[src/rtl/next_piece_queue_pkg.sv]
// Shared piece definitions for the tetris datapath.
// Piece IDs 0..6 are valid; 7 is the generator's "no piece" code.
package tetris_pkg;

    localparam int PIECE_ID_W = 3;
    localparam int NUM_PIECES = 7;

    typedef enum logic [PIECE_ID_W-1:0] {
        PIECE_I = 3'd0,
        PIECE_O = 3'd1,
        PIECE_T = 3'd2,
        PIECE_S = 3'd3,
        PIECE_Z = 3'd4,
        PIECE_J = 3'd5,
        PIECE_L = 3'd6
    } piece_e;

    localparam logic [PIECE_ID_W-1:0] PIECE_INVALID = 3'd7;

endpackage

[src/rtl/next_piece_queue_if.sv]
// Bundle between the piece queue, the generator and game control.
// Hold-slot signals exist only when HOLD_SLOT_EN is defined.
interface next_piece_queue_if #(
    parameter int DEPTH = 4,
    parameter int ID_W  = 3
);
    localparam int CW = $clog2(DEPTH + 1);

    logic            gen_req;
    logic [ID_W-1:0] gen_id;
    logic            spawn_req;
    logic            spawn_valid;
    logic [ID_W-1:0] spawn_id;
    logic [ID_W-1:0] preview_id;
    logic            preview_valid;
    logic [CW-1:0]   count;
`ifdef HOLD_SLOT_EN
    logic            hold_req;
    logic [ID_W-1:0] hold_in_id;
    logic [ID_W-1:0] hold_id;
    logic            hold_valid;
    logic [ID_W-1:0] hold_out_id;

    modport slave (
        input  gen_id, spawn_req, hold_req, hold_in_id,
        output gen_req, spawn_valid, spawn_id, preview_id,
        output preview_valid, count,
        output hold_id, hold_valid, hold_out_id
    );
    modport master (
        output gen_id, spawn_req, hold_req, hold_in_id,
        input  gen_req, spawn_valid, spawn_id, preview_id,
        input  preview_valid, count,
        input  hold_id, hold_valid, hold_out_id
    );
`else
    modport slave (
        input  gen_id, spawn_req,
        output gen_req, spawn_valid, spawn_id, preview_id,
        output preview_valid, count
    );
    modport master (
        output gen_id, spawn_req,
        input  gen_req, spawn_valid, spawn_id, preview_id,
        input  preview_valid, count
    );
`endif

endinterface

[src/rtl/next_piece_queue_fifo.sv]
// piece_fifo: small circular buffer of piece IDs with
// combinational head and head+1 reads for the preview panel.
module piece_fifo #(
    parameter int DEPTH = 4,
    parameter int ID_W  = 3,
    localparam int PW   = $clog2(DEPTH),
    localparam int CW   = $clog2(DEPTH + 1)
) (
    input  logic            i_clk,
    input  logic            i_rst,
    input  logic            i_wr,
    input  logic [ID_W-1:0] i_wr_id,
    input  logic            i_rd,
    output logic [ID_W-1:0] o_head,
    output logic [ID_W-1:0] o_next,
    output logic [CW-1:0]   o_count
);
    logic [ID_W-1:0] r_mem [DEPTH];
    logic [PW-1:0]   r_wptr;
    logic [PW-1:0]   r_rptr;
    logic [CW-1:0]   r_count;
    logic [PW-1:0]   w_rptr_nxt;
    logic            w_rd;
    logic            w_wr;

    assign w_rd       = i_rd && (r_count != '0);
    assign w_wr       = i_wr && ((r_count != CW'(DEPTH)) || w_rd);
    assign w_rptr_nxt = r_rptr + PW'(1);

    assign o_head  = (r_count != '0) ? r_mem[r_rptr] : '0;
    assign o_next  = (r_count >= CW'(2)) ? r_mem[w_rptr_nxt] : '0;
    assign o_count = r_count;

    // Storage write; contents need no reset since reads are gated by count.
    always_ff @(posedge i_clk) begin
        if (!i_rst && w_wr) begin
            r_mem[r_wptr] <= i_wr_id;
        end
    end

    // Pointer and occupancy update; pointers wrap modulo DEPTH.
    always_ff @(posedge i_clk) begin
        if (i_rst) begin
            r_wptr  <= '0;
            r_rptr  <= '0;
            r_count <= '0;
        end else begin
            if (w_wr) r_wptr <= r_wptr + PW'(1);
            if (w_rd) r_rptr <= w_rptr_nxt;
            r_count <= r_count + CW'(w_wr) - CW'(w_rd);
        end
    end

endmodule

[src/rtl/next_piece_queue.sv]
// Prefetches piece IDs from the generator into a FIFO and serves spawns.
// Optional hold slot enabled by defining HOLD_SLOT_EN.
module next_piece_queue
    import tetris_pkg::*;
#(
    parameter int DEPTH = 4,
    parameter int ID_W  = PIECE_ID_W,
    localparam int CW   = $clog2(DEPTH + 1)
) (
    input  logic            CLK,
    input  logic            RST,
    next_piece_queue_if.slave bus
);
    typedef enum logic [1:0] {
        S_IDLE = 2'd0,
        S_REQ  = 2'd1,
        S_CAP  = 2'd2
    } state_e;

    state_e          r_state;
    logic            r_gen_req;
    logic [CW-1:0]   w_count;
    logic [CW:0]     w_post;
    logic [ID_W-1:0] w_head;
    logic [ID_W-1:0] w_next;
    logic [ID_W-1:0] w_clean_id;
    logic            w_valid;
    logic            w_pop;
    logic            w_wr;

    assign w_valid    = (w_count != '0);
    assign w_wr       = (r_state == S_CAP);
    assign w_clean_id = (bus.gen_id == ID_W'(PIECE_INVALID)) ? '0 : bus.gen_id;
    assign w_post     = {1'b0, w_count} + (CW+1)'(1) - (CW+1)'(w_pop);

`ifdef HOLD_SLOT_EN
    logic            r_hold_valid;
    logic            r_hold_lock;
    logic [ID_W-1:0] r_hold_id;
    logic            w_hold_acc;
    logic            w_spawn_pop;

    assign w_hold_acc  = bus.hold_req && !r_hold_lock
                       && (r_hold_valid || w_valid);
    assign w_spawn_pop = !w_hold_acc && bus.spawn_req && w_valid;
    assign w_pop       = w_spawn_pop || (w_hold_acc && !r_hold_valid);

    assign bus.hold_id     = r_hold_id;
    assign bus.hold_valid  = r_hold_valid;
    assign bus.hold_out_id = r_hold_valid ? r_hold_id : w_head;

    // Hold slot: one swap per spawn, lock released by the next real spawn.
    always_ff @(posedge CLK) begin
        if (RST) begin
            r_hold_valid <= 1'b0;
            r_hold_lock  <= 1'b0;
            r_hold_id    <= '0;
        end else if (w_hold_acc) begin
            r_hold_valid <= 1'b1;
            r_hold_lock  <= 1'b1;
            r_hold_id    <= bus.hold_in_id;
        end else if (w_spawn_pop) begin
            r_hold_lock  <= 1'b0;
        end
    end
`else
    assign w_pop = bus.spawn_req && w_valid;
`endif

    piece_fifo #(
        .DEPTH (DEPTH),
        .ID_W  (ID_W)
    ) u_fifo (
        .i_clk   (CLK),
        .i_rst   (RST),
        .i_wr    (w_wr),
        .i_wr_id (w_clean_id),
        .i_rd    (w_pop),
        .o_head  (w_head),
        .o_next  (w_next),
        .o_count (w_count)
    );

    assign bus.gen_req       = r_gen_req;
    assign bus.spawn_valid   = w_valid;
    assign bus.spawn_id      = w_head;
    assign bus.preview_id    = w_next;
    assign bus.preview_valid = (w_count >= CW'(2));
    assign bus.count         = w_count;

    // Fetch FSM: one outstanding request, capture the cycle after it.
    always_ff @(posedge CLK) begin
        if (RST) begin
            r_state   <= S_IDLE;
            r_gen_req <= 1'b0;
        end else begin
            unique case (r_state)
                S_IDLE: begin
                    if (w_count < CW'(DEPTH)) begin
                        r_state   <= S_REQ;
                        r_gen_req <= 1'b1;
                    end
                end
                S_REQ: begin
                    r_state   <= S_CAP;
                    r_gen_req <= 1'b0;
                end
                S_CAP: begin
                    if (w_post < (CW+1)'(DEPTH)) begin
                        r_state   <= S_REQ;
                        r_gen_req <= 1'b1;
                    end else begin
                        r_state   <= S_IDLE;
                        r_gen_req <= 1'b0;
                    end
                end
                default: begin
                    r_state   <= S_IDLE;
                    r_gen_req <= 1'b0;
                end
            endcase
        end
    end

endmodule

[src/flat_wrapper.sv]
// flat-port wrapper written by rule: the top's interface ports become plain ports
module next_piece_queue_flat import tetris_pkg::*;
#(
    parameter int DEPTH = 4,
    parameter int ID_W  = PIECE_ID_W,
    localparam int CW   = $clog2(DEPTH + 1)
)
  (CLK, RST, bus_gen_id, bus_spawn_req, bus_gen_req, bus_spawn_valid, bus_spawn_id, bus_preview_id, bus_preview_valid, bus_count);
  next_piece_queue_if #(.DEPTH(DEPTH), .ID_W(ID_W)) bus_i ();
  input  logic CLK;
  input  logic RST;
  input wire logic [$bits(bus_i.gen_id)-1:0] bus_gen_id;
  input wire logic [$bits(bus_i.spawn_req)-1:0] bus_spawn_req;
  output wire logic [$bits(bus_i.gen_req)-1:0] bus_gen_req;
  output wire logic [$bits(bus_i.spawn_valid)-1:0] bus_spawn_valid;
  output wire logic [$bits(bus_i.spawn_id)-1:0] bus_spawn_id;
  output wire logic [$bits(bus_i.preview_id)-1:0] bus_preview_id;
  output wire logic [$bits(bus_i.preview_valid)-1:0] bus_preview_valid;
  output wire logic [$bits(bus_i.count)-1:0] bus_count;
  assign bus_i.gen_id = bus_gen_id;
  assign bus_i.spawn_req = bus_spawn_req;
  assign bus_gen_req = bus_i.gen_req;
  assign bus_spawn_valid = bus_i.spawn_valid;
  assign bus_spawn_id = bus_i.spawn_id;
  assign bus_preview_id = bus_i.preview_id;
  assign bus_preview_valid = bus_i.preview_valid;
  assign bus_count = bus_i.count;
  next_piece_queue #(.DEPTH(DEPTH), .ID_W(ID_W)) u_core (.CLK(CLK), .RST(RST), .bus(bus_i));
endmodule
[config.mk]
export PLATFORM = sky130hd
export DESIGN_NAME = next_piece_queue_flat
export DESIGN_NICKNAME = d
export VERILOG_FILES = /design/src/rtl/next_piece_queue_pkg.sv /design/src/rtl/next_piece_queue_if.sv /design/src/rtl/next_piece_queue_fifo.sv /design/src/rtl/next_piece_queue.sv /design/src/flat_wrapper.sv
export SDC_FILE = /design/constraint.sdc
export NUM_CORES = 1
export LEC_CHECK = 0
export BUFFER_PORTS_ARGS = -buffer_cell sky130_fd_sc_hd__buf_2
export CORE_MARGIN = 5
export CORE_UTILIZATION = 45
export CTS_CLUSTER_SIZE = 12
export DETAILED_ROUTE_END_ITERATION = 10
export GPL_ROUTABILITY_DRIVEN = 0
export GPL_TIMING_DRIVEN = 0
export PLACE_DENSITY = 0.62
export SLEW_MARGIN = 40
export SYNTH_ARGS = -nofsm -noshare
export SYNTH_HDL_FRONTEND = slang
export SYNTH_SLANG_ARGS = --single-unit
[constraint.sdc]
create_clock -name CLK -period 3.05 [get_ports CLK]
set_clock_uncertainty 0.05 [all_clocks]
set_input_delay 0.1525 -clock CLK [delete_from_list [all_inputs] [get_ports CLK]]
set_output_delay 0.1525 -clock CLK [all_outputs]
set_load 0.03 [all_outputs]
==> run_results.csv <==
group,metric,value,unit
status,status,"finished, final reports clean",
logic_synthesis,synth_warnings,0,
routing,num_vias,735,
floorplan,die_w,60.8,um
cts,cts_tree,"built",
cts,clock_sink_count,24,
power,worst_ir_drop_vdd,0.580,mV
floorplan,num_rows,18,
cells_and_area,area_delta_synth_final,15.1,%
min_path,hold_class,"input pin to register",
global_route,grt_usage,11.5,%
timing,timing.final.hold_violations,0,
timing,setup_tns,0,ns
cells_and_area,mostFrequentLayoutCells,"17 x buf_2, 12 x dfxtp_1, 12 x edfxtp_1",
logic_synthesis,postSynthAreaPerCell,13.0,um2
timing,rsz0062_at_grt,"no",
global_route,antenna_found_initial,0,
cells_and_area,nFillCells,228,
critical_path,cp_max_fo,8,
cts,postCtsSetupBuffers,0,
timing,slew-limit-headroom,62.3,%
floorplan,core,2480,um2
cts,ctsRootBufferMaster,"clkbuf_4",
cts,clock_path_buffers,2,
logic_synthesis,synth_area_leader_cell,"edfxtp_1",
timing,timing.hold.ws,0.0308,ns
timing,max_freq,0.406,GHz
critical_path,rrSetupSlack,0.59,ns
critical_path,worstSetupEndpointType,"register",
global_route,grt-ovfl-total,0,
routing,drt-total-wl,1.82,mm
cells_and_area,final_cell_count_no_fill,140,
placed_design,placed_cells,136,
global_route,grt_max_degree,15,
cts,ctsHoldBuffers,0,
min_path,min_to,"u_core.u_fifo.o_count[0]$_SDFF_PP0_",
logic_synthesis,yosys.area.top_type_share,31.1,%
cells_and_area,drive_above_1_share,26.4,%
routing,via_per_inst,5.25,
floorplan,fp.dieArea,3690,um2
floorplan,fp.dieH,60.8,um
floorplan,initial_core_util,46.8,%
global_route,grt_pass1_vias,678,
timing,setup_ws,0.588,ns
cts,clk_latency,0.31,ns
logic_synthesis,syn_area,1160,um2
critical_path,critical_path_required,3.22,ns
timing,fin_crit_sh,80.7,%
logic_synthesis,ys_ff_latch,24,
timing,fin_crit,2.46,ns
critical_path,startpoint_type,"register",
cells_and_area,multi_input_area,518,um2
placed_design,pre_cts_slack,0.612,ns
min_path,min_from,"RST",
placed_design,port_buffers,17,
routing,ant_nets,0,
critical_path,cp_data_arrival_time,2.63,ns
logic_synthesis,yosysSeqAreaShare,51.8,%
timing,setup_viol,0,
critical_path,worst_r2r_path_depth,8,
job,max-cap-violations,0,
min_path,hold_path_depth,2,
logic_synthesis,synth_fp_nets,103,
cells_and_area,fin_util,53.9,%
routing,firstDrtPassIters,4,
cells_and_area,diodes,0,
routing,wl_per_cell,13.0,um
cells_and_area,seq_area,601,um2
routing,first_iter_violations,33,
cts,cts_max_level,1,
critical_path,path_class,"register to register",
cts,cts_buffers,3,
floorplan,pin_count,18,
timing,drv_slew,0,
logic_synthesis,synthCells,89,
placed_design,dp_hpwl,1.47,mm
critical_path,r2r-start,"u_core.u_fifo.o_count[2]$_SDFF_PP0_",
critical_path,regToRegEndpoint,"u_core.u_fifo.o_count[1]$_SDFF_PP0_",
power,p_per_area,864,nW/um2
cts,ctsResizeCount,0,
cells_and_area,final_common_cell,"buf_2",
timing,worst_slew_pin_slew,0.561,ns
cts,path_clk_slew,0.13,ns
routing,drc,0,
cells_and_area,nets,125,
global_route,grt_pass1_wl,3.07,mm
power,p_leak,0.530,nW
logic_synthesis,synth_cell_types,28,
logic_synthesis,synthTopCellsByArea,"edfxtp_1 31%, dfxtp_1 21%, mux4_2 12%",
[cell usage after synthesis]
master	instances
mux2i_1	1
inv_1	10
ha_1	7
clkbuf_1	1
or3_1	1
or4b_1	1
edfxtp_1	12
a21boi_0	3
nor2_1	5
and3b_4	1
dfxtp_1	12
nor2b_1	5
and2_1	3
mux4_2	6
and4b_1	1
nand3b_1	1
nand2_1	1
o21ai_0	1
a21oi_1	1
mux2_4	1
nor3b_1	5
fa_1	1
nand2b_1	2
xor2_1	2
nor3_1	2
o31ai_1	1
o21a_1	1
nor4_1	1
[flip-flops by register name (all words and copies together), names as in the netlist, named ones only]
signal,cells
u_core.u_fifo.r_rptr,2
u_core.bus.gen_req,1
u_core.u_fifo.o_count,3
u_core.r_state,2
u_core.u_fifo.r_mem,12
u_core.u_fifo.r_wptr,2
[stage by stage]
stage,power (W),area [um2]
finish,0.00115,1340
floorplan,0.000814,1160
global route,0.00124,1340
global placement,0.000935,1280
detailed placement,0.000945,1280
CTS,0.00117,1340
[where the power goes]
part	switching, W	total (W)	internal, W
combinational	0.000296	0.000483	0.000188
clock	0.0000940	0.000227	0.000133
sequential	0.0000570	0.000443	0.000386
[metal layers]
| metal | track usage [%] | share of wire (%) |
|---|---|---|
| met2 | 16.9 | 44 |
| met5 | 0 | 0 |
| met1 | 16.2 | 47 |
| met3 | 2.55 | 7.2 |
| met4 | 5.57 | 1.9 |
[worst max-delay path by stage]
stage	from	end	slack, ns	depth (start not counted)
floorplan	u_core.u_fifo.o_count[2]$_SDFF_PP0_	u_core.u_fifo.o_count[1]$_SDFF_PP0_	0.59	8
global placement	u_core.u_fifo.o_count[2]$_SDFF_PP0_	u_core.u_fifo.o_count[1]$_SDFF_PP0_	0.63	8
detailed placement	u_core.u_fifo.o_count[2]$_SDFF_PP0_	u_core.u_fifo.o_count[1]$_SDFF_PP0_	0.61	8
CTS	u_core.u_fifo.o_count[2]$_SDFF_PP0_	u_core.u_fifo.o_count[1]$_SDFF_PP0_	0.59	8
global route	u_core.u_fifo.o_count[2]$_SDFF_PP0_	u_core.u_fifo.o_count[1]$_SDFF_PP0_	0.45	8
finish	u_core.u_fifo.o_count[2]$_SDFF_PP0_	u_core.u_fifo.o_count[1]$_SDFF_PP0_	0.59	8
[cell type report]
cell class                 count  share of cell area [%]
timing repair buffer          17                    6.37
clock inverter                 1                    2.25
clock buffer                   3                    1.69
buffer                         1                   0.281
multi-input combinational     54                    38.8
inverter                      10                    2.81
tap                           30                    2.81
sequential                    24                    45.0
[critical path, stage by stage, from the launching register on]
cell and delay (ns):
dfxtp_1 0.47, or4b_1 0.48, and3b_4 0.23, inv_1 0.14
ha_1 0.25, inv_1 0.05, ha_1 0.15, fa_1 0.41
nor2b_1 0.14
[cells by family (layout without fill, tap and decap cells)]
| family | after synthesis | in the layout | synth area share, % |
|---|---|---|---|
| buffers and inverters | 11 | 32 | 3.56 |
| adder cells (fa/ha/maj) | 8 | 8 | 9.28 |
| XOR/XNOR | 2 | 2 | 1.51 |
| flip-flops | 24 | 24 | 51.8 |
| multiplexers | 8 | 8 | 13.8 |
| AO/OA/AOI/OAI | 7 | 7 | 4.10 |
| AND/OR/NAND/NOR | 29 | 29 | 16.0 |
Note: power is estimated with default switching activity, not from simulation.
